--- config.mk ---
export PLATFORM = sky130hd
export DESIGN_NAME = polvecp2bs
export DESIGN_NICKNAME = d
export VERILOG_FILES = /design/src/rtl/polvecp2bs.sv
export SDC_FILE = /design/constraint.sdc
export NUM_CORES = 1
export LEC_CHECK = 0
export BUFFER_PORTS_ARGS = -buffer_cell sky130_fd_sc_hd__buf_2
export CORE_ASPECT_RATIO = 0.8
export CORE_UTILIZATION = 25
export CTS_BUF_LIST = sky130_fd_sc_hd__clkbuf_4 sky130_fd_sc_hd__clkbuf_8
export DETAILED_ROUTE_END_ITERATION = 10
export GPL_TIMING_DRIVEN = 1
export PLACE_DENSITY = 0.42
export REMOVE_ABC_BUFFERS = 1
export SKIP_LAST_GASP = 1
export SYNTH_ARGS = -nofsm -noshare
export SYNTH_HDL_FRONTEND = slang
export SYNTH_SLANG_ARGS = --single-unit
--- constraint.sdc ---
create_clock -name clk -period 5.4 [get_ports clk]
set_input_delay 0.54 -clock clk [delete_from_list [all_inputs] [get_ports clk]]
set_output_delay 0.54 -clock clk [all_outputs]
set_load 0.005 [all_outputs]
--- src/rtl/polvecp2bs.sv ---
// Packs 3x256 10-bit coefficients (one per 16-bit lane, four lanes per input word)
// into a dense little-endian bit stream written out as 64-bit words.
module polvecp2bs #(
  parameter int NUM_OUT_WORDS = 120,
  parameter int READ_BASE     = 0,
  parameter int WRITE_BASE    = 0
) (
  input  logic        clk,
  input  logic        rst,
  input  logic        start,
  output logic [8:0]  read_address,
  input  logic [63:0] read_data,
  output logic [8:0]  write_address,
  output logic [63:0] write_data,
  output logic        write_en,
  output logic        done
);

  localparam logic [8:0] RD_BASE = 9'(READ_BASE);
  localparam logic [8:0] WR_BASE = 9'(WRITE_BASE);
  localparam logic [8:0] WR_LAST = 9'(WRITE_BASE + NUM_OUT_WORDS - 1);

  typedef enum logic [3:0] {
    S_IDLE, S_F0, S_F1, S_F2, S_F3, S_F4, S_F5, S_F6, S_F7, S_F8,
    S_W0, S_W1, S_W2, S_W3, S_W4, S_DONE
  } state_t;

  state_t       state_q, state_d;
  logic [8:0]   read_addr_q, read_addr_d;
  logic [8:0]   write_addr_q, write_addr_d;
  logic [319:0] buffer_q, buffer_d;
  logic         load_en, fetch_en, capture_en, write_act;

  // Only the low 10 bits of each 16-bit lane carry a coefficient.
  logic [39:0] chunk;
  logic [23:0] unused_lane_bits;
  for (genvar gi = 0; gi < 4; gi++) begin : g_lane
    assign chunk[gi*10 +: 10]           = read_data[gi*16 +: 10];
    assign unused_lane_bits[gi*6 +: 6]  = read_data[gi*16+10 +: 6];
  end

  always_ff @(posedge clk) begin
    if (!rst) begin
      state_q <= S_IDLE;
    end else begin
      state_q <= state_d;
    end
  end

  always_comb begin
    state_d = state_q;
    case (state_q)
      S_IDLE, S_DONE: if (start) state_d = S_F0;
      S_F8:           state_d = S_W0;
      S_W4:           state_d = (write_addr_q == WR_LAST) ? S_DONE : S_F0;
      default:        state_d = state_t'(state_q + 4'd1);
    endcase
  end

  always_comb begin
    load_en    = 1'b0;
    fetch_en   = 1'b0;
    capture_en = 1'b0;
    write_act  = 1'b0;
    done       = 1'b0;
    case (state_q)
      S_IDLE:                         load_en = start;
      S_DONE:                         begin load_en = start; done = 1'b1; end
      S_F0:                           fetch_en = 1'b1;
      S_F1, S_F2, S_F3, S_F4,
      S_F5, S_F6, S_F7:               begin fetch_en = 1'b1; capture_en = 1'b1; end
      S_F8:                           capture_en = 1'b1;
      S_W0, S_W1, S_W2, S_W3, S_W4:   write_act = 1'b1;
      default:                        ;
    endcase
  end

  // Capture of the previous address's data overlaps issuing the next address.
  always_comb begin
    read_addr_d  = read_addr_q;
    write_addr_d = write_addr_q;
    buffer_d     = buffer_q;
    if (load_en) begin
      read_addr_d  = RD_BASE;
      write_addr_d = WR_BASE;
    end
    if (fetch_en) read_addr_d = read_addr_q + 9'd1;
    if (capture_en) buffer_d = {chunk, buffer_q[319:40]};
    if (write_act) begin
      buffer_d     = {64'd0, buffer_q[319:64]};
      write_addr_d = write_addr_q + 9'd1;
    end
  end

  always_ff @(posedge clk) begin
    if (!rst) begin
      read_addr_q  <= RD_BASE;
      write_addr_q <= WR_BASE;
      buffer_q     <= '0;
    end else begin
      read_addr_q  <= read_addr_d;
      write_addr_q <= write_addr_d;
      buffer_q     <= buffer_d;
    end
  end

  assign read_address  = read_addr_q;
  assign write_address = write_addr_q;
  assign write_data    = buffer_q[63:0];
  assign write_en      = write_act;

endmodule

==> summary.txt, run 1 <==
Min path
  – Hold crit path type: input port to flip-flop

Timing
  – Skew final: around 33 ps
  – Fin crit share: about 63%
  – Slew HR: between 20% and 30%
  – Final Slew Violations: 0
  – Max Clk Rate: 296 MHz
  – Final setup viols: 0
  – Final Hold Vio Count: 0
  – Tmin final: roughly 3400 ps
  – Worst slew pin tran: 1090 ps
  – RSZ-0062 raised after global routing: no

Global route
  – Total track usage: approximately an eighth
  – Vias in the first global route: 12151
  – Largest net degree at the start of global routing: ~170
  – Total grt overflow: 0
  – Antenna violations before repair: 0
  – First-pass GRT wire length: approximately 63000 um

Critical path
  – Crit path launch type: flip-flop
  – Required time worst endpoint: 4860 ps
  – Crit. End Element: output pin
  – Slowest cell on crit path: or4b_4
  – Worst Path Buf+Inv: 3
  – Maximum net fanout on the critical path: 115
  – Critical Path AT: 2840 ps
  – CP Class: flip-flop to output pin
  – Crit path cell chain: inv_1, ha_1, or4b_4, nand3_4, inv_8, buf_2
  – Cell family with most CP delay: simple AND/OR/NAND/NOR gates
  – Max stage delay on crit path: 590 ps

Logic synthesis
  – Yosys top cell by area: dfxtp_1
  – Post-Syn Area: 14600 um^2
  – Post-Synthesis Cells: between 1500 and 2000
  – Register bit count reported by yosys: 342
  – Top cell type's share of synthesized area: 46.9%
  – Number of synthesized flops with an enable pin: 0
  – Syn_area_per_cell: roughly 7.6 um^2
  – Seq/Total Area, Yosys: 46.9%
  – Top-count cell post-synth: a21oi_1
  – Library cells used by synthesis: between 50 and 60
  – Commonest cells post-synth: 579 x a21oi_1, 394 x nand2_1, 342 x dfxtp_1
  – Synth warn: 0
  – Post-synth top flop: dfxtp_1
  – Top cells by area, synth: dfxtp_1 47%, a21oi_1 20%, nand2_1 10%, o21ai_0 8.8%, buf_2 3.9%
  – Async SR Flop Fraction: 0%

Place
  – Area after DPL: 15100 um^2
  – DP HPWL: 20700 um
  – Final estimated routing congestion in global placement: 0.710
  – Port Buffers: 126

Floorplanning
  – Die width: approximately 270 um
  – Starting Density: 25.5%
  – Die area: 59400 um^2
  – Core area: 57200 um^2
  – Row cnt: 78
  – I/O pin total: 151
  – Die Y: 218 um

Pwr
  – Power Density: approximately 600 nW/um^2
  – Worst ir drop on vdd: 0.487 mV
  – Total power: between 9 and 10 mW
  – Leakage power: 5.78 nW

Layout
  – Layout cells sized above 1: 13.8%
  – Filler cells: 6465
  – Final #Nets: 1959
  – # diodes: 0
  – Synth-to-layout area growth: 13.1%
  – Design Area, Final: between 15000 and 20000 um^2

CTS
  – Clock Latency Late Sink: 660 ps
  – CTS hold repair buffers: 0
  – CTS sink cnt: 342
  – TritonCTS Buffers: 61
  – Clock slew at reported path FFs: around 60 ps
  – Clock root cell: clkbuf_8
  – Postcts setup bufs: 0
  – Max Buffers Root-to-Sink: 3
  – H-tree Lvls: 2
  – Post-CTS sizing: 0
  – CTS tree: yes

Drt
  – DRT Wirelength: about 39000 um
  – DR pass1 iterations: 5
  – Vias per std cell: 4.70
  – Iter 0 DRT Violations: 880
  – DRC viols: 0
  – WL per Instance: 14.3 um
  – DR vias: 12650
  – Post-route ant nets: 0

Run
  – # Max-Cap Violations: 0

Outcome
  – Status: finished, final reports clean
-- kinds of logic (layout without fill, tap and decap cells) --
kind of cell               count (synthesis)  after routing  share of synthesized area, %
AOI/OAI and AO/OA                        869            869                          30.6
and+or+nand+nor                          451            451                          12.5
adders and majority gates                  8              8                         0.686
DFF                                      342            342                          46.9
xor gates and xnor gates                   3              3                         0.180
muxes                                      2              2                         0.154
buffers and inverters                    237            255                          8.95
-- final timing paths --
kind                                                 start                         end  slack, ps  cells past startpoint
worst max-delay path               state_q[0]$_SDFFE_PN0P_                    write_en       2020                      6
worst min-delay path                          read_data[7]  buffer_q[287]$_SDFFE_PP0P_        120                      3
worst max register to register     state_q[0]$_SDFFE_PN0P_  buffer_q[143]$_SDFFE_PN0P_       2420                      7
worst min register to register  buffer_q[241]$_SDFFE_PN0P_  buffer_q[201]$_SDFFE_PN0P_        440                      2
-- cell usage in the layout, fill, tap and decap left out, types with 2 or more instances in the layout --
cell / instances
a21oi_1: 579
nand2_1: 393
dfxtp_1: 342
o21ai_0: 256
buf_2: 125
clkbuf_8: 81
clkbuf_4: 19
nor2_1: 12
and3_1: 8
nand3_1: 8
ha_1: 8
buf_12: 7
inv_1: 6
o21ai_1: 6
buf_4: 6
nor3_1: 5
a221o_1: 4
clkinv_2: 4
nand2b_1: 3
xnor2_1: 3
a22o_1: 3
a22o_2: 3
a211o_1: 3
bufinv_16: 3
and4_1: 2
nor2b_1: 2
mux2_2: 2
or3_1: 2
o22ai_1: 2
and3_2: 2
nand4_1: 2
inv_8: 2
-- routing by layer --
metal / vias to the layer above / global-route usage (%) / share of wire, %
met4: 0 / 4.23 / 2.1
met2: 159 / 20.3 / 44
met1: 5958 / 16.9 / 50
met5: - / 0 / 0
li1: 6475 / - / -
met3: 58 / 2.64 / 3.9
-- worst register-to-register path: cells and delay by family (launching register included) --
kind,cells,cell delay (ps)
DFF,1,420
AOI/OAI and AO/OA,3,1240
buffers and inverters,2,570
adders and majority gates,1,290
and+or+nand+nor,1,380
-- layout make-up --
| cell class | count | area [um^2] | share of cell area [%] |
|---|---|---|---|
| clock buffers | 100 | 1260 | 7.62 |
| clock inverters | 9 | 130 | 0.788 |
| inverters | 7 | 33.8 | 0.205 |
| multi-input cells | 1333 | 6470 | 39.2 |
| flip-flops and latches | 342 | 6850 | 41.5 |
| well taps | 760 | 951 | 5.76 |
| repair buffers | 139 | 822 | 4.98 |
-- registers in the layout, summed over array words and instances, names as in the netlist --
name           flops
buffer_q         320
write_address      9
state_q            4
read_address       9
-- stage by stage --
stage          hold WS [ps]   TNS, ps  std cells  setup WS (ps)  util [%]
2_1_floorplan           440  -2374460       1682          -7790         -
3_3_place_gp            453         0       2581           2520      26.4
3_5_place_dp            457         0       2581           2450      26.4
4_1_cts                28.5         0       2690           1950      28.9
5_1_grt                62.1         0       2690           1840      28.9
6_report                122         0       2690           2020      28.9
-- report_power, final --
group	total [mW]	internal (mW)	switching, mW	leakage [nW]
clock	2.72	1.61	1.12	0.738
combinational	3.45	0.901	2.55	2.27
sequential	3.59	3.14	0.451	2.77
total	9.76	5.65	4.12	5.78
(Power assumes the default switching activity.)
==> run 2, diff against run 1 <==
- clock period: 5.4 -> 3.5 ns (I/O delays scaled with it)
==> run 2 against run 1 <==
  * Final area rose by 3.0%
  * Sequential power rose by 54%
  * Worst setup slack lost 1600 ps
  * Non-clock buffer count up 53
  * Count of clock-buffer cells in the layout is 3 lower
  * Global-route usage grew 0.57 points
  * Sequential cell count is the same
  * Sequential share of layout area decreased by 1.2 points
==> summary.txt, run 2 (synthesis results as in run 1) <==
CTS
  – Postcts setup bufs: 0
  – TritonCTS Buffers: 66
  – Clock root cell: clkbuf_8
  – CTS tree: yes
  – CTS sink cnt: 342
  – Clock Latency Late Sink: 640 ps
  – Max Buffers Root-to-Sink: 3
  – Clock slew at reported path FFs: 60 ps
  – H-tree Lvls: 3

Global route
  – Total grt overflow: 0
  – Vias in the first global route: 12658
  – Antenna violations before repair: 1
  – First-pass GRT wire length: 65300 um
  – Largest net degree at the start of global routing: 137
  – Total track usage: 13.3%

Timing
  – Final Slew Violations: 0
  – Hold WS: 132 ps
  – Final setup viols: 0
  – Final setup TNS: 0 ps
  – RSZ-0062 raised after global routing: no
  – Final Hold Vio Count: 0
  – Final worst setup slack: 369 ps
  – Worst slew pin tran: 896 ps
  – Slew HR: 40.3%
  – Skew final: 25.1 ps
  – Tmin final: 3130 ps
  – Max Clk Rate: 319 MHz
  – Fin crit share: 89.4%

Floorplanning
  – I/O pin total: 151
  – Row cnt: 78
  – Core area: 57200 um^2
  – Starting Density: 25.5%
  – Die Y: 218 um
  – Die area: 59400 um^2
  – Die width: 272 um

Layout
  – Filler cells: 6399
  – Largest Register: buffer_q
  – Layout cells sized above 1: about 14%
  – Final #Nets: about 2000
  – Commonest non-fill, non-tap cells in the layout: 579 x a21oi_1, 393 x nand2_1, 342 x dfxtp_1, 256 x o21ai_0, 125 x buf_2
  – Synth-to-layout area growth: 16.5%
  – Most common cell after layout, fill and taps aside: a21oi_1
  – Max reg flops: 320

Outcome
  – Status: finished, final reports clean

Drt
  – Iter 0 DRT Violations: 765
  – DR pass1 iterations: 5
  – DR vias: 13043
  – WL per Instance: 14.4 um
  – Post-route ant nets: 0
  – DRT Wirelength: around 40000 um
  – Vias per std cell: 4.75
  – DRC viols: 0

Min path
  – Hold crit path type: input port to flip-flop

Place
  – Setup WS pre-CTS: 589 ps
  – DP HPWL: 21800 um
  – Final estimated routing congestion in global placement: between 0.7 and 0.8
  – Port Buffers: about 130

Run
  – # Max-Cap Violations: 0

Pwr
  – Logic pwr share: 36.8%
  – Worst ir drop on vdd: 0.721 mV
  – Clock power share: 27.1%
  – Net Switching: 6.52 mW
  – Power Density: 900 nW/um^2
  – Leakage power: 6.01 nW
  – Internal power: slightly below 9 mW
  – Reg power frac: 36.1%
  – Switching Share: between 40% and 50%

Critical path
  – CP Class: flip-flop to output pin
  – Required time worst endpoint: 3150 ps
  – Critical Path AT: 2780 ps
  – Crit path launch type: flip-flop
  – Crit. End Element: output pin
  – Maximum net fanout on the critical path: 119
[run 2: metrics by stage]
step | power [mW] | utilization, % | cells | cell area [um^2]
finish | 15.3 | 29.7 | 2747 | 17000
global route | 16.6 | 29.7 | 2747 | 17000
CTS | 15.6 | 29.7 | 2746 | 17000
detailed placement | 11.4 | 26.6 | 2593 | 15200
global placement | 11.3 | 26.6 | 2593 | 15200
floorplan | 6.98 | - | 1682 | 13300
[run 2: routing by layer]
metal	wire length, um	vias up	GRT usage (%)
li1	-	6600	-
met1	19800	6197	17.6
met2	17400	175	20.7
met3	1480	71	3.16
met4	913	0	5.13
met5	0	-	0
[run 2: timing repair]
action	4_1_cts	5_1_grt
hold buffers	41	0
hold endpoints to repair	45	0
resized for setup	0	0
[run 2: worst max-delay path: stages (launching register included)]
cell and delay, ps:
dfxtp_1 410, inv_1 130, ha_1 280, or4b_4 580
nand3_4 160, inv_8 190, buf_2 260
[run 2: power groups by stage]
stage                     clock (mW)  combinational [mW]  sequential, mW
after floorplan                    0                1.97            5.00
after global placement             0                5.72            5.60
after detailed placement           0                5.73            5.62
after CTS                       4.33                5.77            5.54
after global routing            4.51                6.39            5.68
final                           4.15                5.63            5.53
[run 2: cell type report]
| cell class | count | area (um^2) | share of cell area [%] |
|---|---|---|---|
| Antenna cell | 1 | 2.50 | 0.0147 |
| Sequential cell | 342 | 6850 | 40.3 |
| Timing Repair Buffer | 192 | 1350 | 7.92 |
| Clock buffer | 97 | 1230 | 7.22 |
| Inverter | 7 | 33.8 | 0.199 |
| Tap cell | 760 | 951 | 5.59 |
| Clock inverter | 15 | 133 | 0.780 |
| Multi-Input combinational cell | 1333 | 6470 | 38.0 |
[run 2: worst paths after layout]
| check | cells past startpoint | slack [ps] | start | end |
|---|---|---|---|---|
| min | 3 | 130 | start | state_q[2]$_SDFFE_PN0P_ |
| max reg2reg | 7 | 600 | state_q[0]$_SDFFE_PN0P_ | buffer_q[264]$_SDFFE_PP0P_ |
| min reg2reg | 2 | 450 | buffer_q[56]$_SDFFE_PN0P_ | buffer_q[16]$_SDFFE_PN0P_ |
| max | 6 | 370 | state_q[0]$_SDFFE_PN0P_ | write_en |
